**config.mk**
```make
export PLATFORM = sky130hd
export DESIGN_NAME = mips_fetch_queue
export DESIGN_NICKNAME = d
export VERILOG_FILES = /design/src/rtl/mips_fetch_queue.sv
export SDC_FILE = /design/constraint.sdc
export NUM_CORES = 1
export LEC_CHECK = 0
export ABC_AREA = 1
export ABC_CLOCK_PERIOD_IN_PS = 4770
export BUFFER_PORTS_ARGS = -buffer_cell sky130_fd_sc_hd__buf_4
export CAP_MARGIN = 20
export CORE_MARGIN = 5
export CORE_UTILIZATION = 40
export CTS_CLUSTER_SIZE = 30
export DETAILED_ROUTE_END_ITERATION = 10
export HOLD_SLACK_MARGIN = 0.12
export SYNTH_ARGS = -nofsm -noshare
export SYNTH_HDL_FRONTEND = slang
export SYNTH_SLANG_ARGS = --single-unit
export TNS_END_PERCENT = 100
```
**constraint.sdc**
```tcl
create_clock -name clk -period 4.77 [get_ports clk]
set_input_delay 0.7155 -clock clk [delete_from_list [all_inputs] [get_ports clk]]
set_output_delay 0.7155 -clock clk [all_outputs]
set_load 0.05 [all_outputs]
```
**src/rtl/mips_fetch_queue.sv**
```systemverilog
// rtl/mips_fetch_queue.sv - instruction fetch unit with PC generator and prefetch queue
//
// Purpose:
//   Generates sequential fetch addresses and runs a request/grant/response
//   handshake with instruction memory. Returned instructions go into a
//   DEPTH-entry prefetch queue that feeds decode, so memory latency is hidden
//   from decode stalls. A taken branch/jump flushes the queue and squashes
//   any response still in flight.
//
// Ports:
//   clk, rst_n       clock (rising edge), asynchronous active-low reset
//   redirect_valid   branch/jump taken this cycle
//   redirect_pc      redirect target (low two bits ignored)
//   imem_req         fetch request
//   imem_addr        fetch address, word aligned
//   imem_gnt         memory accepts the request this cycle
//   imem_rvalid      response valid
//   imem_rdata       fetched instruction
//   id_valid         queue head valid towards decode
//   id_ready         decode accepts the head
//   id_instr         head instruction
//   id_pc            head PC
//   id_pc_plus4      head PC+4
//   occupancy        number of queued entries
module mips_fetch_queue #(
    parameter int                ADDR_W   = 32,
    parameter int                DATA_W   = 32,
    parameter int                DEPTH    = 4,
    parameter logic [ADDR_W-1:0] RESET_PC = 32'h0000_0040
) (
    input  logic                         clk,
    input  logic                         rst_n,
    input  logic                         redirect_valid,
    input  logic [ADDR_W-1:0]            redirect_pc,
    output logic                         imem_req,
    output logic [ADDR_W-1:0]            imem_addr,
    input  logic                         imem_gnt,
    input  logic                         imem_rvalid,
    input  logic [DATA_W-1:0]            imem_rdata,
    output logic                         id_valid,
    input  logic                         id_ready,
    output logic [DATA_W-1:0]            id_instr,
    output logic [ADDR_W-1:0]            id_pc,
    output logic [ADDR_W-1:0]            id_pc_plus4,
    output logic [$clog2(DEPTH+1)-1:0]   occupancy
);

    localparam int OCC_W = $clog2(DEPTH + 1);
    localparam int PTR_W = $clog2(DEPTH);
    localparam logic [OCC_W-1:0] DEPTH_C   = OCC_W'(DEPTH);
    localparam logic [PTR_W-1:0] LAST_PTR  = PTR_W'(DEPTH - 1);
    localparam logic [ADDR_W-1:0] WORD_INC = ADDR_W'(4);

    logic [ADDR_W-1:0] r_pc;
    logic [ADDR_W-1:0] r_req_addr;
    logic              r_outstanding;
    logic              r_discard;
    logic [OCC_W-1:0]  r_occ;
    logic [PTR_W-1:0]  r_head;
    logic [PTR_W-1:0]  r_tail;

    logic [DATA_W-1:0] r_q_instr [DEPTH];
    logic [ADDR_W-1:0] r_q_pc    [DEPTH];
    logic [ADDR_W-1:0] r_q_pcp4  [DEPTH];

    logic w_req;
    logic w_grant;
    logic w_rsp;
    logic w_push;
    logic w_id_valid;
    logic w_pop;

    // rst_n in the request term keeps the request low while reset is held,
    // since r_pc alone would otherwise look like a valid fetch.
    assign w_req      = !r_outstanding && (r_occ < DEPTH_C) && !redirect_valid && rst_n;
    assign w_grant    = w_req && imem_gnt;
    // Responses are only meaningful while a request is outstanding; a stray
    // rvalid (e.g. a late one after reset) is ignored.
    assign w_rsp      = imem_rvalid && r_outstanding;
    assign w_push     = w_rsp && !r_discard && !redirect_valid;
    assign w_id_valid = (r_occ != '0) && !redirect_valid;
    assign w_pop      = w_id_valid && id_ready;

    assign imem_req    = w_req;
    assign imem_addr   = r_pc;
    assign id_valid    = w_id_valid;
    assign occupancy   = r_occ;
    // Head fields read as zero while empty so stale entries never leak out.
    assign id_instr    = (r_occ != '0) ? r_q_instr[r_head] : '0;
    assign id_pc       = (r_occ != '0) ? r_q_pc[r_head]    : '0;
    assign id_pc_plus4 = (r_occ != '0) ? r_q_pcp4[r_head]  : '0;

    always_ff @(posedge clk or negedge rst_n) begin
        if (!rst_n) begin
            r_pc          <= RESET_PC;
            r_req_addr    <= '0;
            r_outstanding <= 1'b0;
            r_discard     <= 1'b0;
            r_occ         <= '0;
            r_head        <= '0;
            r_tail        <= '0;
        end else if (redirect_valid) begin
            r_occ  <= '0;
            r_head <= '0;
            r_tail <= '0;
            r_pc   <= {redirect_pc[ADDR_W-1:2], 2'b00};
            if (r_outstanding) begin
                if (imem_rvalid) begin
                    // The in-flight response arrives now and is dropped here,
                    // so nothing is left to squash later.
                    r_outstanding <= 1'b0;
                    r_discard     <= 1'b0;
                end else begin
                    r_discard <= 1'b1;
                end
            end
        end else begin
            // Grant and response are mutually exclusive: issue needs
            // !r_outstanding, a response needs r_outstanding.
            if (w_grant) begin
                r_req_addr    <= r_pc;
                r_pc          <= r_pc + WORD_INC;
                r_outstanding <= 1'b1;
            end
            if (w_rsp) begin
                r_outstanding <= 1'b0;
                r_discard     <= 1'b0;
            end
            if (w_push) begin
                r_tail <= (r_tail == LAST_PTR) ? '0 : r_tail + 1'b1;
            end
            if (w_pop) begin
                r_head <= (r_head == LAST_PTR) ? '0 : r_head + 1'b1;
            end
            case ({w_push, w_pop})
                2'b10:   r_occ <= r_occ + 1'b1;
                2'b01:   r_occ <= r_occ - 1'b1;
                default: r_occ <= r_occ;
            endcase
        end
    end

    // Queue storage needs no reset: entries are only visible through r_occ.
    always_ff @(posedge clk) begin
        if (w_push) begin
            r_q_instr[r_tail] <= imem_rdata;
            r_q_pc[r_tail]    <= r_req_addr;
            r_q_pcp4[r_tail]  <= r_req_addr + WORD_INC;
        end
    end

endmodule

```
* After elaboration in Yosys (flattened, before gate mapping)
Memory sizes are Yosys's and may differ from the RTL's.
Cells that the tools add are included.
** Storage, ports and cells
- Memories kept :: 3
- Bits in registers :: 73
- Bits in writable memories :: 384
- Input port bits :: 70
- Word-level logic and storage cells :: 67
- Output and inout bits :: 133
** Cells by class
- $add $sub $neg :: 6
- Reductions and logical operators :: 21
- Magnitude comparators :: 1
- Multiplexer cells :: 23
- Eq/ne operators :: 5
- Bitwise gates (word level) :: 1
** Memories
- r_q_instr :: words 4, bits a word 32, read ports 1, clocked after Yosys merged registers in 0, wr ports 1, line 62 : logic [DATA_W-1:0] r_q_instr [DEPTH];
- r_q_pc :: words 4, bits a word 32, read ports 1, clocked after Yosys merged registers in 0, wr ports 1, line 63 : logic [ADDR_W-1:0] r_q_pc [DEPTH];
- r_q_pcp4 :: words 4, bits a word 32, read ports 1, clocked after Yosys merged registers in 0, wr ports 1, line 64 : logic [ADDR_W-1:0] r_q_pcp4 [DEPTH];
** Operators with widths (number)
- 2-to-1 mux 32 bit :: 5
- adder 32 x 3 -> 32 bit, second input constant :: 2
- 2-to-1 mux 2 bit :: 6
- 2-to-1 mux 1 bit :: 10
- logical AND 1 bit :: 9
- nonzero test 3 bit :: 3
- nonzero test 2 bit :: 4
- == test 2 bit, second input constant :: 3
- case mux 3 bit (2 select lines) :: 1
- adder 2 x 1 -> 2 bit, second input constant :: 2
- AND reduction 2 bit :: 2
- adder 3 x 1 -> 3 bit, second input constant :: 1
- zero test 1 bit :: 3
- less-than comparator 3 bit, second input constant :: 1
- 2-to-1 mux 3 bit :: 1
- subtractor 3 x 1 -> 3 bit, second input constant :: 1
- == test 2 x 1 -> 1 bit, second input constant :: 1
- inequality test 2 x 1 -> 1 bit, second input constant :: 1
- inverter 1 bit :: 1

* Longest topological paths before layout
- Depth in word-level cells :: 8
- Depth in mapped cells :: 9
- Gate-level depth less buffers :: 9

* Least setup slack after synthesis
No wires, ideal clock.
- Path kind :: in2reg
- Start :: input imem_rvalid
- End :: memory r_q_instr[0][0], enable pin
- Path slack :: -700 ps
- Stages :: 4
- Buffers on the path :: 0
- Library setup time :: 543 ps
- Required time :: 4227 ps
- Arrival time :: 4927 ps
- Path through :: nand2_1 nor2_2 nand2_1 nor2_1
** On the way
- Longest elaborated chain between the ends :: 5
** RTL lines
- start, declared :: line 38 : input logic imem_rvalid,
- logical AND 1 bit :: line 79 : assign w_rsp = imem_rvalid && r_outstanding;
- logical AND 1 bit (2 in series) :: line 80 : assign w_push = w_rsp && !r_discard && !redirect_valid;
- 2-to-1 mux 1 bit :: line 145 : if (w_push) begin
- 2-to-1 mux 1 bit (not written as such) :: line 146 : r_q_instr[r_tail] <= imem_rdata;
- end, declared :: line 62
No other way between the ends.

* Final worst setup path
- Start :: register r_head[1]
- End :: output id_pc[14]
** On the way
- Longest elaborated chain between the ends :: 2
** RTL lines
- start, declared :: line 59 : logic [PTR_W-1:0] r_head;
- start signal, assigned :: line 133 : r_head <= (r_head == LAST_PTR) ? '0 : r_head + 1'b1;
- memory read (4 x 32 bit)
- 2-to-1 mux 32 bit :: line 90 : assign id_pc = (r_occ != '0) ? r_q_pc[r_head] : '0;
- end, declared :: line 43 : output logic [ADDR_W-1:0] id_pc,
No other way between the ends.

==> reports/results.ini <==
[critical_path]
crit_path_max_fanout=45
cp_cell_sequence=clkinv_2 > buf_4 > nor2_1 > o21ai_0 > a21oi_1 > buf_4
critPathMostFrequentCell=buf_4
crit_arrival_ns=3.45
crit_path_start_kind=flip-flop
crit_slowest_cell=clkinv_2
ff2ff_path_depth=5
cp.required_ns=4.05
worstSetupEndpointType=output pin
critical-path-max-stage-delay_ns=0.82
critPathKind=flip-flop to output pin

[clocking]
postCtsSetupRepairBufs=0
cts.clk_slew.worst_paths_ns=0.06
cts_tree=yes
hold_buffers=0
clock-sinks=437
cts_resized=0
clkLatencyLatePin_ns=0.57
cts_root_buf=clkbuf_16
cts_max_path_buffers=3
cts-htree-levels=2
cts_made_buffers=47

[detailed_routing]
drtAntennaViolNets=0
dr_total_vias=12800
dr.pass1.iters=5
drc=0
drt_iter0_markers=843
routed_wl_um=46300
wl_per_cell_um=18.3
viasPerCell=5.07

[min_path]
holdPathStages=1
hold_path_class=input pin to flip-flop

[synthesis]
synth_edf_count=368
ys_warn_count=0
synth.distinct_cells=45
synth_area_per_cell_um2=11.0
synth-main-ff-cell=edfxtp_1
yosysSeqAreaShare_pct=68.3
syn_inst=1708
ys_ff_latch=437
netlist_area_um2=18700
synth_async_sr_flop_share_pct=15.8

[grt]
grtUsageTotal_pct=17.8
grt_max_degree=117
gr-total-overflow=0
antenna_found_initial=0
grt_pass1_vias=12600
grt_pass1_wl_um=71600

[floorplan]
fp.dieW_um=226
fp.dieH_um=226
start_util_pct=40.3
die-area_um2=51200
fp-row-count=79
ios=203
fp.coreArea_um2=46400

[placement]
routabilityCongestion=0.861
io_buffers=194
placed_area_um2=20800
dp_hpwl_um=28400

[finish]
nFillCells=4199
num-nets-final=1963
insertedDiodeCount=0
multiInputGateArea_um2=5250
seqCellArea_um2=12800
area_delta_synth_final_pct=18.9
stdcell_area_um2=22200
layout-drive-gt1-share_pct=17.1
postLayoutCoreUtil_pct=48.0

[pwr]
ir_drop_uv=348
p_leak_nw=8.46
powerDensity_nw_per_um2=527

[timing]
fin_crit_sh_pct=87.3
setup_viol=0
finClkSkew_ns=0.0164
clock.fmax_mhz=240
tightestPinTransition_ns=0.954
rsz0062_at_grt=no
period_needed_ns=4.16
hold_violations=0
setup_tns_ns=0
drv_slew=0
slew_headroom_pct=36.3

[run]
drv_cap=0

[status]
status=completed

-- sequential cells by signal, summed over array words and instances (netlist names) --
| name | flops |
|---|---|
| r_tail | 2 |
| occupancy | 3 |
| r_outstanding | 1 |
| r_q_pcp4 | 120 |
| r_q_pc | 120 |
| r_req_addr | 30 |
| imem_addr | 30 |
| r_q_instr | 128 |
| r_head | 2 |
| r_discard | 1 |
-- layer usage --
metal	vias up	part of all wire [%]	GRT usage, %	routed length [µm]
met2	345	47	29.0	21700
met1	6167	45	25.0	20900
li1	6239	-	-	-
met3	60	6.3	3.73	2910
met5	-	0	0	0
met4	0	1.8	4.11	848
-- kinds of logic (layout without fill, tap and decap cells) --
logic type               Yosys count  in the layout  share of synthesized area [%]
flip-flops                       437            437                           68.3
buffers and inverters            174            381                           3.90
AO/OA/AOI/OAI                    351            351                           9.71
adder cells (fa/ha/maj)            8              8                          0.575
XOR/XNOR                          31             31                           1.49
AND/OR/NAND/NOR                  706            706                           16.0
other                              1              6                         0.0200
-- worst paths after layout --
kind                                 from                to  slack, ns
setup / recovery                r_head[1]         id_pc[14]       0.61
hold / removal             imem_rdata[30]  r_q_instr[2][30]       0.34
setup reg to reg            r_outstanding     r_q_pc[0][19]       2.21
hold reg to reg            r_req_addr[20]     r_q_pc[3][20]       0.54
max in group asynchronous           rst_n         r_head[1]       3.73
min in group asynchronous           rst_n     imem_addr[27]       0.37
-- layout make-up --
| type | instances | area share (%) |
|---|---|---|
| tap | 607 | 3.42 |
| timing repair buffer | 215 | 7.65 |
| inverter | 82 | 1.41 |
| clock inverter | 26 | 0.844 |
| clock buffer | 58 | 5.57 |
| multi-input combinational | 1102 | 23.6 |
| sequential | 437 | 57.5 |
-- critical path, delay by kind of cell (launching register included) --
kind                   cells  cell delay, ns
AO/OA/AOI/OAI              2            0.34
AND/OR/NAND/NOR            1            0.12
buffers and inverters      3            1.60
flip-flops                 1            0.79
-- cell usage after synthesis (8+ instances only) --
master	number	share of area [%]
buf_2	31	0.83
nor2_1	424	8.5
inv_1	79	1.6
edfxtp_1	368	59
buf_4	8	0.32
nand2_1	164	3.3
nand3_1	47	1.3
nor2_2	8	0.27
nor3_1	16	0.43
clkbuf_1	40	0.80
xor2_1	24	1.1
dfrtp_1	68	9.1
nand4_1	13	0.43
a21oi_1	102	2.7
o21ai_0	225	6.0
buf_1	12	0.24
-- power by group --
| group | total (mW) | internal (mW) | switching (mW) |
|---|---|---|---|
| Combinational | 3.14 | 0.840 | 2.30 |
| Sequential | 5.19 | 4.71 | 0.480 |
| Clock | 3.38 | 1.95 | 1.43 |
| Total | 11.7 | 7.50 | 4.21 |
-- cell usage in the layout (no fill, tap or decap), types with 4 or more instances in the layout --
cell	netlist	layout
edfxtp_1	368	368
a21oi_1	102	102
xnor2_1	6	6
nor3_1	16	16
buf_12	0	7
nand2_1	164	164
ha_1	7	7
nand4_1	13	13
clkbuf_16	0	48
o21ai_0	225	225
inv_1	79	77
clkinv_1	0	9
nand3_2	7	7
o21bai_1	5	5
dfrtp_1	68	66
buf_4	8	208
clkbuf_1	40	10
nor2_2	8	8
o211ai_1	6	6
nor2_1	424	420
o221ai_1	4	4
nor2_4	5	9
xor2_1	24	24
nand3b_1	7	7
clkinv_2	0	14
nand3_1	47	47
nand2_2	5	5
conb_1	1	6
-- stage by stage --
stage	worst slack [ns]	hold WS (ns)	power [mW]	std cells
2_1_floorplan	-0.700	0.420	7.28	1713
3_3_place_gp	1.10	0.501	8.37	2443
3_5_place_dp	1.10	0.519	8.43	2443
4_1_cts	0.479	0.301	11.8	2527
5_1_grt	0.368	0.313	12.3	2527
6_report	0.606	0.343	11.7	2527
Power figures use the tool's default switching activity.
